[src/rtl/abc_seq_pkg.sv]
// Shared types and constants for the A/B/C vector sequencer: FSM states,
// vector count and the golden X/Y/Z function of the block under drive.
package abc_seq_pkg;

    typedef enum logic [1:0] {
        IDLE = 2'd0,
        RUN  = 2'd1,
        DONE = 2'd2
    } state_t;

    localparam int NUM_VEC = 8;
    localparam int VEC_W   = 3;

    // C is a don't-care of the golden function; it is folded in as a zero term
    // so the argument list stays symmetric with the stimulus vector.
    function automatic logic [2:0] exp_xyz(input logic a, input logic b, input logic c);
        return {a, b, a | b} | {3{c & 1'b0}};
    endfunction

endpackage

[src/rtl/abc_dwell_timer.sv]
// Dwell counter: counts 0..DWELL-1 while enabled and flags the last cycle of
// each dwell with a combinational terminal-count output.
module abc_dwell_timer #(
    parameter int DWELL = 10
) (
    input  logic clk,
    input  logic rst_n,
    input  logic clear,
    input  logic enable,
    output logic terminal
);

    localparam logic [7:0] LAST = 8'(DWELL - 1);

    logic [7:0] count_reg;

    always_ff @(posedge clk or negedge rst_n) begin
        if (!rst_n) begin
            count_reg <= 8'd0;
        end else if (clear) begin
            count_reg <= 8'd0;
        end else if (enable) begin
            count_reg <= (count_reg == LAST) ? 8'd0 : count_reg + 8'd1;
        end
    end

    assign terminal = enable && (count_reg == LAST);

endmodule

[src/rtl/abc_vector_sequencer.sv]
// Walks all eight A/B/C vectors, holds each for DWELL cycles and counts X/Y/Z
// mismatches against the golden function. ABC_SEQ_FAIL_CAPTURE_EN adds first-fail capture.
module abc_vector_sequencer
    import abc_seq_pkg::*;
#(
    parameter int DWELL = 10,
    parameter int CNT_W = 4
) (
    input  logic             clk,
    input  logic             rst_n,
    input  logic             start_in,
    input  logic             X_in,
    input  logic             Y_in,
    input  logic             Z_in,
    output logic             A_out,
    output logic             B_out,
    output logic             C_out,
    output logic [2:0]       vec_idx_out,
    output logic             busy_out,
    output logic             done_out,
`ifdef ABC_SEQ_FAIL_CAPTURE_EN
    output logic             first_fail_vld_out,
    output logic [5:0]       first_fail_out,
`endif
    output logic [CNT_W-1:0] err_count_out
);

    localparam logic [CNT_W-1:0] ERR_MAX  = '1;
    localparam logic [VEC_W-1:0] LAST_VEC = VEC_W'(NUM_VEC - 1);

    state_t             state_reg;
    state_t             state_next;
    logic [VEC_W-1:0]   vec_idx_reg;
    logic [CNT_W-1:0]   err_count_reg;
    logic               in_run;
    logic               start_accept;
    logic               compare;
    logic               mismatch;
    logic [VEC_W-1:0]   stim;

    assign in_run       = (state_reg == RUN);
    assign start_accept = (state_reg == IDLE) && start_in;
    assign stim         = in_run ? vec_idx_reg : '0;
    assign mismatch     = {X_in, Y_in, Z_in} != exp_xyz(stim[2], stim[1], stim[0]);

    abc_dwell_timer #(
        .DWELL (DWELL)
    ) u_dwell_timer (
        .clk      (clk),
        .rst_n    (rst_n),
        .clear    (!in_run),
        .enable   (in_run),
        .terminal (compare)
    );

    always_comb begin
        state_next = state_reg;
        case (state_reg)
            IDLE:    if (start_in) state_next = RUN;
            RUN:     if (compare && (vec_idx_reg == LAST_VEC)) state_next = DONE;
            DONE:    state_next = IDLE;
            default: state_next = IDLE;
        endcase
    end

    always_ff @(posedge clk or negedge rst_n) begin
        if (!rst_n) begin
            state_reg <= IDLE;
        end else begin
            state_reg <= state_next;
        end
    end

    always_ff @(posedge clk or negedge rst_n) begin
        if (!rst_n) begin
            vec_idx_reg   <= '0;
            err_count_reg <= '0;
        end else if (start_accept) begin
            vec_idx_reg   <= '0;
            err_count_reg <= '0;
        end else if (compare) begin
            // Wraps to 0 after vector 7, so IDLE/DONE report index 0.
            vec_idx_reg <= vec_idx_reg + 1'b1;
            if (mismatch && (err_count_reg != ERR_MAX)) begin
                err_count_reg <= err_count_reg + 1'b1;
            end
        end
    end

`ifdef ABC_SEQ_FAIL_CAPTURE_EN
    logic       first_fail_vld_reg;
    logic [5:0] first_fail_reg;

    always_ff @(posedge clk or negedge rst_n) begin
        if (!rst_n) begin
            first_fail_vld_reg <= 1'b0;
            first_fail_reg     <= '0;
        end else if (start_accept) begin
            first_fail_vld_reg <= 1'b0;
            first_fail_reg     <= '0;
        end else if (compare && mismatch && !first_fail_vld_reg) begin
            first_fail_vld_reg <= 1'b1;
            first_fail_reg     <= {vec_idx_reg, X_in, Y_in, Z_in};
        end
    end

    assign first_fail_vld_out = first_fail_vld_reg;
    assign first_fail_out     = first_fail_reg;
`endif

    assign A_out         = stim[2];
    assign B_out         = stim[1];
    assign C_out         = stim[0];
    assign vec_idx_out   = vec_idx_reg;
    assign busy_out      = in_run;
    assign done_out      = (state_reg == DONE);
    assign err_count_out = err_count_reg;

endmodule
[config.mk]
export PLATFORM = sky130hd
export DESIGN_NAME = abc_vector_sequencer
export DESIGN_NICKNAME = d
export VERILOG_FILES = /design/src/rtl/abc_seq_pkg.sv /design/src/rtl/abc_dwell_timer.sv /design/src/rtl/abc_vector_sequencer.sv
export SDC_FILE = /design/constraint.sdc
export NUM_CORES = 1
export LEC_CHECK = 0
export BUFFER_PORTS_ARGS = -buffer_cell sky130_fd_sc_hd__buf_2
export CORE_MARGIN = 2
export CORE_UTILIZATION = 53
export DETAILED_ROUTE_END_ITERATION = 10
export PLACE_DENSITY = 0.76
export SLEW_MARGIN = 20
export SYNTH_ARGS = -nofsm -noshare
export SYNTH_HDL_FRONTEND = slang
export SYNTH_HIERARCHICAL = 1
export SYNTH_SLANG_ARGS = --single-unit
[constraint.sdc]
create_clock -name clk -period 2.8 [get_ports clk]
set_input_delay 0.28 -clock clk [delete_from_list [all_inputs] [get_ports clk]]
set_output_delay 0.28 -clock clk [all_outputs]
set_load 0.01 [all_outputs]
==> results.md, run 1 <==
* Status: finished clean
* Vias/cell at between 5 and 6
* Critical path data required time at roughly 3 ns
* Final count of hold timing violations at 0
* Tightest hold margin at approximately 0.25 ns
* HPWL after DPL at between 1 and 1.5 mm
* Initial antenna violation count at 0
* Synth Warn # at 6
* Slew Limit Fails at 0
* Core area at 1750 µm²
* Clk pin slew, worst setup/hold paths at about 0.11 ns
* Avg Inst Size Synth at ~9.5 µm²
* Sequential share of power at 47.9%
* Worst setup path start: u_dwell_timer/count_reg[1]$_DFFE_PN0P_
* Internal power at roughly 0.49 mW
* Share of layout cells above drive strength 1 at about a fifth
* Starting DRT DRC Count at 31
* Die area at 2230 µm²
* Fin crit period at 2.24 ns
* Ports at 18
* Reg2Reg Setup Slack at approximately 0.56 ns
* Antenna cells at 0
* Rel. slew slack at roughly two thirds
* Clock share of power at approximately 17%
* Clock skew at roughly 0.0052 ns
* Clock root cell: clkbuf_4
* Yosys reg bits at 17
* Fin crit share at 80.1%
* Setup crit end: err_count_out[2]$_DFFE_PN0P_
* Overall Global Routing Usage at between 10% and 20%
* DIE HEIGHT at ~47 µm
* Comb power frac at a little over a third
* Max VDD drop at 0.388 mV
* RSZ-0062 raised after global routing: false
* R2r worst-path depth at 8
* Sequential area share after synthesis at a little over two fifths
* Vias at around 800
* Fillers at 146
* # setup viols final at 0
* Fin nets at about 140
* Worst Setup Start Kind: flip-flop
* Non-filler instance count after layout at ~150
* Global-route wire length before repair at a little over 3 mm
* Largest net degree at the start of global routing at 18
* Max Clock Freq at 0.446 GHz
* DRC viols at 0
* Cts repair resizes at 0
* Pwr/cell area at between 700 and 800 nW/µm²
* Net Sw Power at roughly 0.31 mW
* Total CTS buffers at 3
* WS Path Type: flip-flop to flip-flop
* Worst path arrival time at ~2.4 ns
* Clock Sinks at 17
* Number of global-route vias before repair at ~700
* Synth Cell Area at slightly below 1000 µm²
* Post-synthesis cell type count at 30
* Routed WL per cell at between 10 and 15 µm
* Worst-skew pair later-pin latency at 0.29 ns
* DR pass1 iterations at 4
* CTS Buffer Depth at 2
* Worst hold path type: input pin to flip-flop
* Syn Nets at 115
* Max reg flops at 8
* Worst reg2reg endpoint: err_count_out[2]$_DFFE_PN0P_
* Post-Synthesis Cells at 104
* Crit path max fanout at 8
* Launch point of the worst reg-to-reg path: u_dwell_timer/count_reg[1]$_DFFE_PN0P_
* Sw frac at between 30% and 40%
* Initial Utilization at 56.8%
* Die W at around 47 µm
* Worst setup EP type: flip-flop
* Setup TNS at 0 ns
* MaxCap Viol Count at 0
* Cell row count at 15
* Worst-margin pin slew at 0.470 ns
* Layout area overhead at 14.9%
* IO buf count at 17
* Gpl congestion at 0.765
* TritonCTS clock tree: done
* Final wirelength at around 1.9 mm
* Inst Count DP at between 100 and 150
* H-tree levels at 1
* Static leakage at 0.554 nW
* DRT antenna net count at 0
* Congestion Overflow GR at 0
## synth_stat cells
master | n | area [µm²]
buf_2 | 1 | 5.00
inv_1 | 4 | 15.0
mux2i_1 | 2 | 20.0
nor4b_1 | 1 | 8.76
o21ai_0 | 6 | 30.0
xor2_1 | 2 | 17.5
and3_1 | 2 | 12.5
a21oi_1 | 2 | 10.0
a2111oi_4 | 1 | 27.5
ha_1 | 5 | 62.6
nor2_1 | 11 | 41.3
and2_1 | 4 | 25.0
or2_2 | 1 | 6.26
nor4bb_1 | 1 | 10.0
nor3b_1 | 1 | 7.51
xnor2_1 | 6 | 52.6
nand3_1 | 5 | 25.0
dfrtp_1 | 17 | 425
o211ai_1 | 1 | 7.51
and3_2 | 1 | 7.51
nor3_1 | 3 | 15.0
a211o_1 | 1 | 8.76
a21o_1 | 1 | 7.51
clkbuf_1 | 2 | 7.51
a31o_1 | 2 | 17.5
nand3_2 | 1 | 10.0
a311oi_4 | 1 | 26.3
nor2b_1 | 2 | 12.5
nand2_1 | 15 | 56.3
or3_1 | 2 | 12.5
## worst min-delay path by stage
stage / start / endpoint / slack (ns) / cells after the start
floorplan: rst_n / err_count_out[0]$_DFFE_PN0P_ / -0.02 / 0
global placement: rst_n / u_dwell_timer/count_reg[5]$_DFFE_PN0P_ / 0.22 / 1
detailed placement: rst_n / u_dwell_timer/count_reg[5]$_DFFE_PN0P_ / 0.22 / 1
CTS: start_in / state_reg[0]$_DFFE_PN0P_ / 0.25 / 3
global route: start_in / state_reg[0]$_DFFE_PN0P_ / 0.28 / 3
finish: start_in / state_reg[0]$_DFFE_PN0P_ / 0.25 / 3
## worst max-delay path: stages (launching register included)
cell	delay (ns)
dfrtp_1	0.43
inv_1	0.07
ha_1	0.13
nor4b_1	0.34
and3_2	0.38
nand2_1	0.11
a311oi_4	0.34
a21oi_1	0.12
a31o_1	0.20
## stage by stage
stage	util [%]	area [µm²]	total power, mW	setup slack, ns
global placement	63.2	1100	0.663	0.710
global route	65.2	1140	0.875	0.432
detailed placement	63.2	1100	0.676	0.619
finish	65.2	1140	0.808	0.556
floorplan	-	991	0.576	0.649
CTS	65.2	1140	0.814	0.540
## layout make-up
type                       instances  area, µm²  share of cell area [%]
multi-input combinational         80        538                    47.3
sequential                        17        425                    37.4
timing repair buffer              19        103                    9.01
clock buffer                       4       26.3                    2.31
tap                               25       31.3                    2.75
inverter                           4       15.0                    1.32
## placed cells by master (no fill, tap or decap), drive strengths merged
| cell type | instances |
|---|---|
| a31o | 2 |
| a21oi | 2 |
| a2111oi | 1 |
| clkbuf | 4 |
| a21o | 1 |
| xnor2 | 6 |
| or3 | 2 |
| nand2 | 15 |
| a311oi | 1 |
| nor2 | 11 |
| mux2i | 2 |
| nor3 | 3 |
| buf | 18 |
| nor3b | 1 |
| xor2 | 2 |
| dfrtp | 17 |
| and3 | 3 |
| nor4b | 1 |
| inv | 4 |
| nand3 | 6 |
| and2 | 4 |
| a211o | 1 |
| o211ai | 1 |
| ha | 5 |
| o21ai | 6 |
| nor4bb | 1 |
| or2 | 1 |
| nor2b | 2 |
| dlygate4sd3 | 1 |
## power groups by stage
| stage | Sequential, mW | Combinational, mW | Clock [mW] |
|---|---|---|---|
| finish | 0.387 | 0.285 | 0.137 |
| global route | 0.396 | 0.329 | 0.150 |
| CTS | 0.387 | 0.289 | 0.139 |
| detailed placement | 0.391 | 0.285 | 0 |
| global placement | 0.386 | 0.277 | 0 |
| floorplan | 0.389 | 0.186 | 0 |
## repair_timing
action	in CTS	in global routing
hold buffers	1	0
buffers inserted	0	0
hold endpoints to repair	17	0
## per-layer routing
layer | track usage [%] | part of all wire, % | vias to the layer above
met5 | 0 | 0 | -
met4 | 10.0 | 0.68 | 0
met3 | 3.85 | 4.2 | 2
met2 | 28.6 | 47 | 20
met1 | 27.7 | 48 | 385
li1 | - | - | 396
## cells by family after synthesis
group / Yosys count / share of synthesized area [%]
AND/OR/NAND/NOR: 50 / 25.3
flip-flops: 17 / 42.9
AO/OA/AOI/OAI: 15 / 13.6
XOR/XNOR: 8 / 7.07
buffers and inverters: 7 / 2.78
adder cells (fa/ha/maj): 5 / 6.31
multiplexers: 2 / 2.02
Power figures use the tool's default switching activity.
==> inputs of run 2 (changes only) <==
clock period = 2.18 ns   (was 2.8 ns; I/O delays follow)
==> run 2 against run 1 <==
Utilization grew 2.1 points. First-iteration DRC count is 48% lower. Worst hold slack got worse by 0.037 ns. Sequential power increased by 28%. Clock power up 23%. Sequential share of layout area down 1.2 points. Largest power group unchanged. Largest cell class unchanged. Clock-buffer cell count is the same. Flip-flop and latch count is the same. Cell count increased by 2.7%. Critical endpoint is now err_count_out[3]$_DFFE_PN0P_. Die area is the same.
==> results.md, run 2 (synthesis results as in run 1) <==
* Status: finished clean
* Setup TNS at 0 ns
* Max VDD drop at between 0.4 and 0.5 mV
* Antenna cells at 0
* Congestion Overflow GR at 0
* WS Path Type: flip-flop to flip-flop
* RSZ-0062 raised after global routing: false
* Static leakage at between 0.5 and 0.6 nW
* Worst setup EP type: flip-flop
* Gpl congestion at 0.730
* Critical path data required time at between 2 and 2.5 ns
* Worst-skew pair later-pin latency at ~0.29 ns
* Largest net degree at the start of global routing at 18
* CTS Buffer Depth at 2
* Clk pin slew, worst setup/hold paths at 0.10 ns
* Rel. slew slack at 74.6%
* Max incr delay on CP at ~0.43 ns
* Number of global-route vias before repair at slightly below 700
* Final wirelength at 1.79 mm
* Clock root cell: clkbuf_4
* Vias at ~800
* Ports at 18
* DRT antenna net count at 0
* Worst path arrival time at 2.18 ns
* Global-route wire length before repair at roughly 2.9 mm
* DR pass1 iterations at 4
* DIE HEIGHT at 47.2 µm
* Slew Limit Fails at 0
* MaxCap Viol Count at 0
* Die W at 47.2 µm
* Launch point of the worst reg-to-reg path: u_dwell_timer/count_reg[1]$_DFFE_PN0P_
* Core area at ~1700 µm²
* R2r worst-path depth at 9
* Worst hold start: start_in
* Worst hold path type: input pin to flip-flop
* H-tree levels at 1
* DRC viols at 0
* Cell row count at 15
* Worst Hold Path EP: state_reg[0]$_DFFE_PN0P_
* Clock skew at approximately 0.0030 ns
* Overall Global Routing Usage at 18.6%
* HPWL after DPL at between 1 and 1.5 mm
* Fin nets at 140
* Layout area overhead at 18.6%
* Share of layout cells above drive strength 1 at ~24%
* Inst Count DP at 147
* Worst reg2reg endpoint: err_count_out[3]$_DFFE_PN0P_
* Critical path cell sequence: inv_1, ha_1, nor4b_2, and3_2, nand2_1, a311oi_4, buf_4, nand3_1, a21oi_1
* Non-filler instance count after layout at 153
* Total CTS buffers at 3
* IO buf count at 17
* Max reg flops at 8
* Die area at about 2200 µm²
* Routed WL per cell at roughly 12 µm
* Pwr/cell area at 888 nW/µm²
* Initial Utilization at a little under three fifths
* Slowest cell on the critical path: dfrtp_1
* Max Clock Freq at between 0.5 and 0.6 GHz
* Vias/cell at 5.24
* TritonCTS clock tree: done
* Fin crit share at approximately 90%
* Reg2Reg Setup Slack at ~0.23 ns
* Worst-margin pin slew at between 0.3 and 0.4 ns
* Worst Setup Start Kind: flip-flop
* Final count of hold timing violations at 0
* Crit path max fanout at 4
* Most frequent cells in the layout: 17 x dfrtp_1, 17 x buf_2, 15 x nand2_1, 11 x nor2_1
* Clock Sinks at 17
* # setup viols final at 0
* Fin crit period at just under 2 ns
* Initial antenna violation count at 0
* Starting DRT DRC Count at 16
* Hold Crit Depth at 3
run 2: changes by cell type in the layout (fill, tap and decap cells not counted):
cell	previous run	this run
nor4b_2	0	1
nor4b_1	1	0
buf_4	1	5
run 2: layout make-up:
class | instances | area [µm²]
repair buffers | 23 | 133
fillers | 152 | 571
well taps | 25 | 31.3
multi-input cells | 80 | 544
clock buffers | 4 | 26.3
flip-flops and latches | 17 | 425
inverters | 4 | 15.0
run 2: routing by layer:
metal | GRT usage [%] | routed length (µm) | vias to the layer above | part of all wire [%]
met1 | 24.5 | 875 | 381 | 49
met5 | 0 | 0 | - | 0
li1 | - | - | 408 | -
met2 | 28.4 | 855 | 11 | 48
met4 | 10.0 | 10 | 0 | 0.56
met3 | 3.85 | 47 | 2 | 2.6
run 2: worst max path at each step:
stage                                         to                                   start  cells after the start  slack (ns)
finish              err_count_out[3]$_DFFE_PN0P_  u_dwell_timer/count_reg[1]$_DFFE_PN0P_                      9        0.23
global route        err_count_out[3]$_DFFE_PN0P_  u_dwell_timer/count_reg[1]$_DFFE_PN0P_                      9        0.08
CTS                 err_count_out[2]$_DFFE_PN0P_  u_dwell_timer/count_reg[1]$_DFFE_PN0P_                      8        0.15
detailed placement  err_count_out[2]$_DFFE_PN0P_  u_dwell_timer/count_reg[1]$_DFFE_PN0P_                      8        0.17
global placement    err_count_out[2]$_DFFE_PN0P_  u_dwell_timer/count_reg[1]$_DFFE_PN0P_                      8        0.21
floorplan           err_count_out[2]$_DFFE_PN0P_  u_dwell_timer/count_reg[1]$_DFFE_PN0P_                      9        0.03
run 2: per-stage QoR:
step           instance area [µm²]  setup slack [ns]  power, mW  utilization (%)  hold slack [ns]
2_1_floorplan                  991            0.0287      0.739                -          -0.0776
4_1_cts                       1160             0.152       1.05             66.5            0.197
5_1_grt                       1170            0.0763       1.13             67.3            0.207
3_5_place_dp                  1120             0.175      0.870             64.4            0.156
6_report                      1170             0.226       1.04             67.3            0.210
3_3_place_gp                  1120             0.214      0.858             64.4            0.157
run 2: power by group:
group / internal [mW] / switching, mW
registers: 0.395 / 0.101
logic: 0.185 / 0.195
clock network: 0.0711 / 0.0965
run 2: what timing repair did:
| item | CTS | global route |
|---|---|---|
| endpoints found under the setup margin | 0 | 1 |
| setup buffers | 0 | 1 |
| hold endpoints to repair | 17 | 0 |
| resized for setup | 0 | 1 |
| hold buffers | 1 | 0 |
run 2: critical path: cells and delay by family (launching register included):
kind            cells  cell delay [ns]
compound gates      2             0.45
flops               1             0.43
fa+ha+maj           1             0.13
buf+inv             2             0.26
simple gates        4             0.61
